==> config.mk <==
export PLATFORM = sky130hd
export DESIGN_NAME = exe_stage
export DESIGN_NICKNAME = d
export VERILOG_FILES = /design/src/rtl/exe_stage.sv
export SDC_FILE = /design/constraint.sdc
export NUM_CORES = 1
export LEC_CHECK = 0
export CAP_MARGIN = 10
export CORE_UTILIZATION = 30
export CTS_BUF_LIST = sky130_fd_sc_hd__clkbuf_16
export DETAILED_ROUTE_END_ITERATION = 16
export PLACE_DENSITY_LB_ADDON = 0.3
export SLEW_MARGIN = 10
export SYNTH_ARGS = -nofsm -noshare
export SYNTH_HDL_FRONTEND = slang
export SYNTH_SLANG_ARGS = --single-unit
export TNS_END_PERCENT = 20
==> constraint.sdc <==
create_clock -name clk -period 11.7 [get_ports clk]
set_input_delay 2.925 -clock clk [delete_from_list [all_inputs] [get_ports clk]]
set_output_delay 2.925 -clock clk [all_outputs]
set_load 0.005 [all_outputs]
==> src/rtl/exe_stage.sv <==
// EXE pipeline stage: forwarding, Val2 generation, ALU with NZCV, branch target, EXE/MEM register.
// One-cycle latency; freeze holds all registers. Optional forwarding muxes under `FORWARDING_EN.
module exe_stage (
  input  logic        clk,
  input  logic        rst,
  input  logic        freeze,
  input  logic        mem_read_in,
  input  logic        mem_write_in,
  input  logic        wb_en_in,
  input  logic        imm_in,
  input  logic        b_in,
  input  logic        s_in,
  input  logic [3:0]  exe_cmd_in,
  input  logic [3:0]  dst_in,
  input  logic [31:0] pc_in,
  input  logic [31:0] val_rn_in,
  input  logic [31:0] val_rm_in,
  input  logic [11:0] shifter_operand_in,
  input  logic [23:0] signed_imm_in,
  input  logic [1:0]  sel_src1,
  input  logic [1:0]  sel_src2,
  input  logic [31:0] mem_fwd_value,
  input  logic [31:0] wb_fwd_value,
  output logic        branch_taken,
  output logic [31:0] branch_addr,
  output logic [3:0]  status_out,
  output logic [31:0] alu_result_out,
  output logic [31:0] store_val_out,
  output logic [3:0]  dst_out,
  output logic        mem_read_out,
  output logic        mem_write_out,
  output logic        wb_en_out
);

  localparam logic [3:0] CMD_MOV = 4'b0001;
  localparam logic [3:0] CMD_MVN = 4'b1001;
  localparam logic [3:0] CMD_ADD = 4'b0010;
  localparam logic [3:0] CMD_ADC = 4'b0011;
  localparam logic [3:0] CMD_SUB = 4'b0100;
  localparam logic [3:0] CMD_SBC = 4'b0101;
  localparam logic [3:0] CMD_AND = 4'b0110;
  localparam logic [3:0] CMD_ORR = 4'b0111;
  localparam logic [3:0] CMD_EOR = 4'b1000;

  logic [31:0] w_op_a;
  logic [31:0] w_op_rm;
  logic [31:0] w_imm32;
  logic [4:0]  w_rot;
  logic [4:0]  w_shamt;
  logic [31:0] w_shifted;
  logic [31:0] w_val2;
  logic [32:0] w_sum;
  logic [31:0] w_alu_res;
  logic        w_c;
  logic        w_v;
  logic [3:0]  w_flags;

  logic [3:0]  r_status;
  logic [31:0] r_alu_result;
  logic [31:0] r_store_val;
  logic [3:0]  r_dst;
  logic        r_mem_read;
  logic        r_mem_write;
  logic        r_wb_en;

`ifdef FORWARDING_EN
  always_comb begin
    case (sel_src1)
      2'b01:   w_op_a = mem_fwd_value;
      2'b10:   w_op_a = wb_fwd_value;
      default: w_op_a = val_rn_in;
    endcase
    case (sel_src2)
      2'b01:   w_op_rm = mem_fwd_value;
      2'b10:   w_op_rm = wb_fwd_value;
      default: w_op_rm = val_rm_in;
    endcase
  end
`else
  logic w_unused_fwd;
  assign w_unused_fwd = ^{sel_src1, sel_src2, mem_fwd_value, wb_fwd_value};
  assign w_op_a  = val_rn_in;
  assign w_op_rm = val_rm_in;
`endif

  // A zero rotate/shift amount makes the (32 - n) left shift a full-width shift, which yields 0.
  assign w_imm32 = {24'b0, shifter_operand_in[7:0]};
  assign w_rot   = {shifter_operand_in[11:8], 1'b0};
  assign w_shamt = shifter_operand_in[11:7];

  always_comb begin
    case (shifter_operand_in[6:5])
      2'b00:   w_shifted = w_op_rm << w_shamt;
      2'b01:   w_shifted = w_op_rm >> w_shamt;
      2'b10:   w_shifted = $signed(w_op_rm) >>> w_shamt;
      default: w_shifted = (w_op_rm >> w_shamt) | (w_op_rm << (6'd32 - {1'b0, w_shamt}));
    endcase
  end

  always_comb begin
    if (imm_in)
      w_val2 = (w_imm32 >> w_rot) | (w_imm32 << (6'd32 - {1'b0, w_rot}));
    else if (mem_read_in || mem_write_in)
      w_val2 = {20'b0, shifter_operand_in};
    else
      w_val2 = w_shifted;
  end

  // Subtraction is A + ~Val2 + carry-in, so the carry-out is directly NOT borrow.
  always_comb begin
    w_sum     = '0;
    w_alu_res = '0;
    w_c       = 1'b0;
    w_v       = 1'b0;
    case (exe_cmd_in)
      CMD_MOV: w_alu_res = w_val2;
      CMD_MVN: w_alu_res = ~w_val2;
      CMD_ADD, CMD_ADC: begin
        w_sum     = {1'b0, w_op_a} + {1'b0, w_val2}
                  + {32'b0, (exe_cmd_in == CMD_ADC) & r_status[1]};
        w_alu_res = w_sum[31:0];
        w_c       = w_sum[32];
        w_v       = (w_op_a[31] == w_val2[31]) && (w_sum[31] != w_op_a[31]);
      end
      CMD_SUB, CMD_SBC: begin
        w_sum     = {1'b0, w_op_a} + {1'b0, ~w_val2}
                  + {32'b0, (exe_cmd_in == CMD_SUB) | r_status[1]};
        w_alu_res = w_sum[31:0];
        w_c       = w_sum[32];
        w_v       = (w_op_a[31] != w_val2[31]) && (w_sum[31] != w_op_a[31]);
      end
      CMD_AND: w_alu_res = w_op_a & w_val2;
      CMD_ORR: w_alu_res = w_op_a | w_val2;
      CMD_EOR: w_alu_res = w_op_a ^ w_val2;
      default: ;
    endcase
  end

  assign w_flags = {w_alu_res[31], (w_alu_res == 32'b0), w_c, w_v};

  assign branch_taken = b_in;
  assign branch_addr  = pc_in + {{6{signed_imm_in[23]}}, signed_imm_in, 2'b00};

  always_ff @(posedge clk or negedge rst) begin
    if (!rst) begin
      r_status     <= '0;
      r_alu_result <= '0;
      r_store_val  <= '0;
      r_dst        <= '0;
      r_mem_read   <= 1'b0;
      r_mem_write  <= 1'b0;
      r_wb_en      <= 1'b0;
    end else if (!freeze) begin
      if (s_in)
        r_status <= w_flags;
      r_alu_result <= w_alu_res;
      r_store_val  <= w_op_rm;
      r_dst        <= dst_in;
      r_mem_read   <= mem_read_in;
      r_mem_write  <= mem_write_in;
      r_wb_en      <= wb_en_in;
    end
  end

  assign status_out     = r_status;
  assign alu_result_out = r_alu_result;
  assign store_val_out  = r_store_val;
  assign dst_out        = r_dst;
  assign mem_read_out   = r_mem_read;
  assign mem_write_out  = r_mem_write;
  assign wb_en_out      = r_wb_en;

endmodule
# Yosys cells after proc, flatten, opt, wreduce, memory -nomap -nowiden

Index checks and enable logic that the tools add are counted.
W data, S select, Z words.

Register bits after elaboration: 75
Input port bits: 217
Output and inout port bits: 108
Word-level logic and storage cells: 58

Add/subtract/negate cells: 7
Equality and inequality tests: 15
Shift-type cells: 6
Mux-type cells: 6
Bitwise logic cells: 9
Reductions and logical operators: 8

Operator list:

| operator              | count |
|---|---|
| $pmux W32 S7          | 1 |
| $or A32 B32 Y32       | 3 |
| $pmux W32 S3          | 1 |
| $add A32 B32 Y33      | 2 |
| $add A33 B1 Y33       | 2 |
| $mux W32              | 2 |
| $add A32 B32 Y32      | 1 |
| $and A32 B32 Y32      | 1 |
| $logic_not A32 Y1     | 1 |
| $not A32 Y32          | 1 |
| $shl A32 B5 Y32       | 1 |
| $shl A32 B6 Y32       | 1 |
| $shl A8 B6 Y32        | 1 |
| $shr A32 B5 Y32       | 1 |
| $shr A8 B5 Y32        | 1 |
| $sshr A32 B5 Y32      | 1 |
| $xor A32 B32 Y32      | 1 |
| $eq A4 B3 Y1 const B  | 4 |
| $sub A6 B5 Y6 const A | 2 |
| $eq A4 B2 Y1 const B  | 2 |
| $eq A4 B4 Y1 const B  | 2 |
| $eq A4 B1 Y1 const B  | 1 |
| $pmux W1 S2           | 2 |
| $reduce_or A2 Y1      | 2 |
| other kinds (11)      | 14 |

# Logic depth before layout (Yosys ltp)

Gate-level depths: netlist of run 1.

Depth after elaboration: 12
Depth in mapped cells: 33
Gate-level depth less buffers: 25

# Least setup slack after synthesis of run 1

OpenSTA, ideal clock, no wires.

Kind: input -> register
From: in shifter_operand_in[9]
To: reg r_status[2], in the netlist status_out[2]
Setup time: 67 ps
Data arrival time: 9,658 ps
Data required time: 11,633 ps
Slack: 1,976 ps
Stages: 29
Buffers on the path: 7
Cell sequence: buf_2 buf_2 inv_2 buf_2 buf_2 buf_2 ha_1 nor2b_1 clkbuf_1 xnor2_2 mux2_2 o21ai_0 a21oi_1 o41ai_1 inv_1 ha_1 clkbuf_1 nand2_1 a211oi_1 o22ai_1 a21o_1 a2111oi_0 a21oi_1 nand2b_1 or4_1 or4_1 or4_1 nor4_1 a41o_1

Longest elaborated chain between the ends: 11
Elaborated cells between the ends (all ways): 23
Those cells by class: 6 x add/sub; 6 x shift; 4 x mux; 6 x bitwise; 1 x reduce/logical

Ends and longest elaborated chain:

| element                | line     | source |
|---|---|---|
| start: declaration     | 18       | `input logic [11:0] shifter_operand_in,` |
| $sub A6 B5 Y6          | 96       | `default: w_shifted = (w_op_rm >> w_shamt) \| (w_op_rm << (6'd32 - {1'b0, w_shamt}));` |
| $shl A32 B6 Y32        | 96       |  |
| $or A32 B32 Y32        | 96       |  |
| $pmux W32 S3           | 92       | `case (shifter_operand_in[6:5])` |
| $mux W32               | 103      | `else if (mem_read_in \|\| mem_write_in)` |
| $mux W32 *             | 101      | `if (imm_in)` |
| $not A32 Y32           | 117, 126 |  |
| $add A32 B32 Y33       | 126      | `w_sum = {1'b0, w_op_a} + {1'b0, ~w_val2}` |
| $add A33 B1 Y33        | 127      | `+ {32'b0, (exe_cmd_in == CMD_SUB) \| r_status[1]};` |
| $pmux W32 S7 *         | 115      | `case (exe_cmd_in)` |
| $logic_not A32 Y1 *    | 139      | `assign w_flags = {w_alu_res[31], (w_alu_res == 32'b0), w_c, w_v};` |
| end signal: assignment | 155      | `r_status <= w_flags;` |
| end: declaration       | 58       | `logic [3:0] r_status;` |

Every way passes the cells marked *; elsewhere a longest branch is shown, timed or not.
A chain may end at the register's enable or synchronous reset.

# Final worst setup path of run 1

From: in shifter_operand_in[8]
To: reg r_status[2], in the netlist status_out[2]

The elaborated chain is that of the path after synthesis.

==> results of run 1 <==
[worst reg2reg max path: cells and delay by family, from the launching register on]
kind	cells	cell delay, ns
AO/OA/AOI/OAI	6	1.24
adder cells (fa/ha/maj)	2	0.94
flip-flops	1	0.49
AND/OR/NAND/NOR	8	2.97
[logic make-up (layout without fill, tap and decap cells)]
family | count (synthesis) | in the layout | synth area share, %
fa+ha+maj | 133 | 133 | 9.34
mux | 288 | 288 | 21.7
flops | 75 | 75 | 10.3
other cells | 0 | 1 | 0
compound gates | 809 | 809 | 30.0
buf+inv | 363 | 505 | 8.45
simple gates | 670 | 670 | 17.3
xor+xnor | 62 | 62 | 3.02
[synthesized netlist by cell type, drive strengths merged (7+ instances only)]
master / n / area (um2)
mux2: 97 / 1090
ha: 128 / 1600
a221oi: 25 / 225
a32oi: 9 / 78.8
a211oi: 38 / 285
nor4: 17 / 106
or2: 13 / 81.3
a31o: 7 / 61.3
clkbuf: 131 / 493
o22ai: 31 / 194
a221o: 8 / 80.1
xnor2: 56 / 498
inv: 142 / 533
or3: 7 / 43.8
nand4: 19 / 119
mux4: 75 / 1690
a2111oi: 14 / 136
nor2: 190 / 713
a21oi: 201 / 1010
o21a: 18 / 135
nor3: 57 / 295
o31ai: 19 / 143
o32ai: 10 / 87.6
o311ai: 7 / 61.3
nand3: 46 / 230
nand2b: 36 / 225
nand2: 204 / 766
o221ai: 23 / 201
buf: 89 / 509
o2111ai: 11 / 96.3
a22oi: 16 / 120
mux2i: 116 / 1160
a211o: 12 / 105
a21o: 25 / 188
o21ai: 155 / 780
a21boi: 8 / 60.1
o211ai: 41 / 308
nor2b: 24 / 150
a31oi: 37 / 231
and3: 16 / 100
and2: 17 / 106
dfrtp: 75 / 1880
o21bai: 17 / 128
[state kept, by name, indices dropped and copies added, names as in the netlist]
register        cells
alu_result_out     32
store_val_out      32
dst_out             4
status_out          4
mem_read_out        1
mem_write_out       1
wb_en_out           1
[power groups by stage]
stage | clock, mW | sequential, mW | combinational, mW
final | 0.361 | 0.315 | 1.19
after floorplan | 0 | 0.322 | 0.681
after CTS | 0.374 | 0.316 | 1.16
after global routing | 0.379 | 0.320 | 1.26
after detailed placement | 0 | 0.321 | 1.15
after global placement | 0 | 0.319 | 1.15
[area by class of cell]
class	count	area [um2]	area share [%]
diodes	1	2.50	0.0115
clock buffers	9	225	1.03
clock inverters	7	140	0.643
inverters	143	537	2.46
multi-input cells	1962	14800	68.0
flip-flops and latches	75	1880	8.61
well taps	773	967	4.44
repair buffers	346	3220	14.8
[per-layer routing]
layer / global-route usage [%] / up-vias
li1: - / 9301
met1: 38.5 / 10300
met2: 46.6 / 1299
met3: 4.20 / 217
met4: 11.7 / 4
met5: 0 / -
[stage by stage]
| step | utilization, % | cell area, um2 | hold WS, ns | std cells | setup WS (ns) |
|---|---|---|---|---|---|
| CTS | 36.6 | 21800 | 0.483 | 3315 | 1.20 |
| global route | 36.6 | 21800 | 0.513 | 3315 | 0.754 |
| detailed placement | 36.0 | 21400 | 0.468 | 3299 | 0.840 |
| floorplan | - | 18200 | 0.473 | 2400 | 1.98 |
| global placement | 36.0 | 21400 | 0.461 | 3299 | 0.867 |
| finish | 36.6 | 21800 | 0.476 | 3316 | 0.875 |
[final timing paths]
| check | to | slack, ns | cells past startpoint |
|---|---|---|---|
| worst min register to register | alu_result_out[9] | 0.48 | 1 |
| worst max register to register | status_out[2] | 6.01 | 16 |
| worst max-delay path | status_out[2] | 0.88 | 24 |
| max in group asynchronous | alu_result_out[9] | 8.22 | 2 |
| worst min-delay path | alu_result_out[9] | 0.48 | 1 |
| min in group asynchronous | store_val_out[12] | 2.40 | 1 |
==> flow_summary_export.csv, run 1 <==
group,metric,value,unit
sta,rsz0062_at_grt,"no",
clock_tree,cts_buffer_depth,2,
routing,vias,21200,
clock_tree,cts.sinks,75,
setup_path,cp_cell_sequence,"buf_4 -> clkinv_1 -> buf_4 -> ha_1 -> nor2b_1 -> xnor2_1 -> nor2_1 -> nor3_1 -> a2111oi_0 -> o31ai_1 -> inv_1 -> ha_1 -> nand2_1 -> a2111oi_1 -> o22ai_1 -> a21o_1 -> a2111oi_0 -> a21oi_1 -> nand2b_1 -> or4_1 -> or4_1 -> or4_1 -> nor4_1 -> a41o_1",
clock_tree,post-cts-setup-buffers,0,
routing,met1_length,37.8,mm
global_routing,grt_pass1_vias,19900,
synthesis,ys_seq_elements,75,
setup_path,critPathMaxFanout,34,
floorplan,dieHeight,248,um
floorplan,die-area,61700,um2
synthesis,synth_edf_count,0,
status,status,"finished, final reports clean",
synthesis,ys_warn_count,0,
setup_path,startpoint_type,"input port",
clock_tree,htreeDepth,3,
sta,slew_viol_final,0,
sta,tightest_slew,1.27,ns
routing,avgRoutedWirePerCell,27.6,um
global_routing,grt_max_degree,96,
power,powerDensity,85.6,nW/um2
sta,setup_violations,0,
final_layout,drive_gt1_share,13.4,%
setup_path,arrival,11.13,ns
synthesis,syn_nets,2750,
synthesis,synth.distinct_cells,94,
final_layout,mostFrequentLayoutCell,"clkdlybuf4s50_1",
floorplan,start_util,30.6,%
power,ir_drop,0.0788,mV
global_routing,grt_pass1_wl,134,mm
routing,dr.first_iter.drc_count,2447,
hold_path,hp-start,"alu_result_out[9]",
routing,wl,91.4,mm
hold_path,holdCritPathClass,"flop to flop",
power,combPwrFrac,63.7,%
sta,setup_tns,0,ns
routing,dr.max_layer_used,"met5",
power,p_int,1.03,mW
global_routing,overflow,0,
sta,min_period_over_period,92.5,%
sta,post-route-min-period,10.82,ns
final_layout,mostFrequentLayoutCells,"clkdlybuf4s50_1, nand2_1, a21oi_1, nor2_1, o21ai_0",
synthesis,synthFlopType,"dfrtp_1",
setup_path,crit_buf_inv,4,
routing,antenna_left,0,
clock_tree,clkTransAtPathRegs,0.06,ns
power,finalPower,1.86,mW
clock_tree,cts-root-buf,"clkbuf_16",
clock_tree,hold_buffers,0,
final_layout,area_growth,19.7,%
sta,finClkSkew,0.0106,ns
synthesis,synthArstFlopShare,100,%
setup_path,slowest_delay,0.75,ns
clock_tree,cts_tree,"done",
routing,drt_first_pass_iters,6,
synthesis,syn_inst,2400,
power,p_sw,840,uW
routing,viasPerCell,6.38,
clock_tree,ctsResizeCount,0,
sta,slew_headroom,13.4,%
setup_path,worstSetupStartpoint,"shifter_operand_in[8]",
setup_path,cp_top_family,"simple AND/OR/NAND/NOR gates",
power,p_clk_share,19.4,%
placement,dp_hpwl,69.8,mm
setup_path,critPathRequiredTime,12.01,ns
placement,gp_congestion,1.03,
sta,hold_viol_final,0,
synthesis,ys_seq_area_share,10.3,%
power,share_seq_of_total_power,16.9,%
setup_path,cp_common_cell,"or4_1",
power,leakagePower,8.68,nW
global_routing,grt_usage,28.9,%
setup_path,endpoint_kind,"flop",
synthesis,syn_area_per_cell,7.59,um2
floorplan,rows,89,
clock_tree,insertion_delay,0.38,ns
final_layout,fillerInstances,6263,
setup_path,critPathKind,"input port to flop",
placement,numPortBuffers,250,
routing,route.met2.wl,41.4,mm
power,switching_share,45.0,%
clock_tree,cts_buffers,9,
synthesis,synthesis.area,18200,um2
run,drv_cap,0,
setup_path,reg2reg_from,"status_out[1]",
routing,drc_errors,0,
sta,max_freq,92.4,MHz
routing,wl_met3,8.11,mm
global_routing,grt_antenna_before_repair,3,
setup_path,cp_slowest_cell,"a2111oi_1",
floorplan,chipWidth,248,um
floorplan,ios,325,
final_layout,final_nets,2887,
floorplan,core,59500,um2
Power figures use the tool's default switching activity.
==> inputs of run 2 (changes only) <==
Settings changed: CTS_BUF_LIST sky130_fd_sc_hd__clkbuf_16 to not set, SKIP_LAST_GASP set to 1, SLEW_MARGIN 10 to 30.
==> flow_summary_export.csv, run 2 (synthesis gave the netlist of run 1 again) <==
group,metric,value,unit
sta,slew_viol_final,0,
setup_path,crit_buf_inv,3,
clock_tree,clkTransAtPathRegs,0.06,ns
routing,avgRoutedWirePerCell,27.5,um
routing,dr.first_iter.drc_count,2707,
global_routing,grt_pass1_wl,134,mm
power,p_int,1.03,mW
power,leakagePower,8.68,nW
placement,pre_cts_ws,0.842,ns
clock_tree,htreeDepth,3,
global_routing,grt_usage,29.0,%
routing,viasPerCell,6.37,
floorplan,chipWidth,248,um
floorplan,start_util,30.6,%
final_layout,area_growth,19.7,%
sta,finClkSkew,0.00948,ns
final_layout,fillerInstances,6239,
floorplan,rows,89,
power,finalPower,1.87,mW
setup_path,regToRegSetupSlack,5.93,ns
clock_tree,cts_tree,"done",
power,p_clk_share,19.4,%
final_layout,final_cell_area,21800,um2
sta,slew_headroom,19.7,%
final_layout,final_nets,2887,
clock_tree,cts.sinks,75,
placement,gp_congestion,1.03,
sta,max_freq,92.3,MHz
setup_path,endpoint_kind,"flop",
routing,antenna_left,0,
power,combPwrFrac,63.7,%
setup_path,arrival,11.14,ns
final_layout,post-route-util,36.7,%
setup_path,cp_top_family,"compound AO/OA/AOI/OAI gates",
placement,dp.cells,3299,
clock_tree,cts_buffers,9,
routing,drt_first_pass_iters,9,
setup_path,startpoint_type,"input port",
power,p_sw,840,uW
clock_tree,ctsResizeCount,0,
final_layout,mostFrequentLayoutCell,"clkdlybuf4s50_1",
final_layout,mostFrequentLayoutCells,"clkdlybuf4s50_1, nand2_1, a21oi_1, nor2_1, o21ai_0",
run,drv_cap,0,
clock_tree,cts-root-buf,"clkbuf_16",
setup_path,cp_common_cell,"or4_1",
sta,hold_viol_final,0,
status,status,"finished, final reports clean",
clock_tree,hold_buffers,0,
sta,rsz0062_at_grt,"no",
hold_path,holdCritPathClass,"flop to flop",
sta,whs,0.480,ns
routing,vias,21100,
global_routing,met1_usage,39.1,%
floorplan,core,59500,um2
clock_tree,insertion_delay,0.37,ns
setup_path,critPathRequiredTime,12.01,ns
global_routing,grt_pass1_vias,19900,
setup_path,critPathMaxFanout,34,
power,powerDensity,85.6,nW/um2
global_routing,grt-busiest-layer,"met2",
clock_tree,post-cts-setup-buffers,0,
global_routing,grt_antenna_before_repair,1,
routing,drc_errors,0,
setup_path,slowest_delay,0.91,ns
global_routing,use_met3,4.13,%
power,switching_share,45.0,%
global_routing,grt_max_degree,96,
final_layout,drive_gt1_share,13.5,%
sta,post-route-min-period,10.84,ns
setup_path,critPathKind,"input port to flop",
sta,min_period_over_period,92.6,%
setup_path,cp_slowest_cell,"a2111oi_0",
placement,numPortBuffers,250,
setup_path,cp_cell_sequence,"buf_4 -> clkinv_1 -> ha_1 -> mux2_2 -> mux4_2 -> nor2_1 -> nor3_1 -> a2111oi_0 -> o31ai_1 -> inv_1 -> ha_1 -> nand2_1 -> a2111oi_1 -> o22ai_1 -> a21o_1 -> a2111oi_0 -> a21oi_1 -> nand2b_1 -> or4_1 -> or4_1 -> or4_1 -> nor4_1 -> a41o_1",
placement,dp_hpwl,69.7,mm
placement,placed_area,21400,um2
sta,layout_setup_ws,0.863,ns
sta,setup_tns,0,ns
final_layout,diodes,0,
final_layout,finalNonFillerCells,3315,
floorplan,die-area,61700,um2
sta,tightest_slew,1.17,ns
power,share_seq_of_total_power,16.9,%
sta,setup_violations,0,
routing,wl,91.3,mm
floorplan,ios,325,
global_routing,grtUsageMet2,46.0,%
clock_tree,cts_buffer_depth,2,
power,ir_drop,0.0758,mV
floorplan,dieHeight,248,um
global_routing,overflow,0,
run 2: final timing paths:
check / end / startpoint / depth (start not counted)
setup / recovery: status_out[2] / shifter_operand_in[8] / 23
hold / removal: alu_result_out[9] / alu_result_out[9] / 1
setup reg to reg: status_out[2] / status_out[1] / 16
hold reg to reg: alu_result_out[9] / alu_result_out[9] / 1
max in group asynchronous: alu_result_out[6] / rst / 2
min in group asynchronous: store_val_out[12] / rst / 1
run 2: layer usage:
metal	share of wire (%)	wire length, um
met4	4.8	4400
met5	0.018	16
met3	8.9	8120
met1	42	38000
met2	45	40800
run 2: layout make-up:
cell class / count / area [um2] / area share (%)
clock buffer: 10 / 229 / 1.05
clock inverter: 6 / 136 / 0.626
inverter: 143 / 537 / 2.46
multi-input combinational: 1962 / 14800 / 68.0
sequential: 75 / 1880 / 8.61
tap: 773 / 967 / 4.44
timing repair buffer: 346 / 3220 / 14.8
run 2: power groups by stage:
stage / combinational, mW / clock [mW] / sequential (mW)
6_report: 1.19 / 0.361 / 0.316
5_1_grt: 1.27 / 0.379 / 0.320
4_1_cts: 1.16 / 0.373 / 0.316
3_5_place_dp: 1.16 / 0 / 0.321
3_3_place_gp: 1.15 / 0 / 0.319
2_1_floorplan: 0.681 / 0 / 0.322
run 2: worst reg2reg max path, stage by stage (launching register included):
cell	delay (ns)
dfrtp_1	0.48
o21bai_1	0.22
fa_1	0.49
fa_1	0.45
nor2b_1	0.18
o211ai_1	0.26
a21oi_1	0.14
o21ai_0	0.19
o221ai_1	0.26
or4bb_1	0.57
nor2_1	0.11
nand4_1	0.12
or4_1	0.55
or4_1	0.49
or4_1	0.63
nor4_1	0.37
a41o_1	0.22
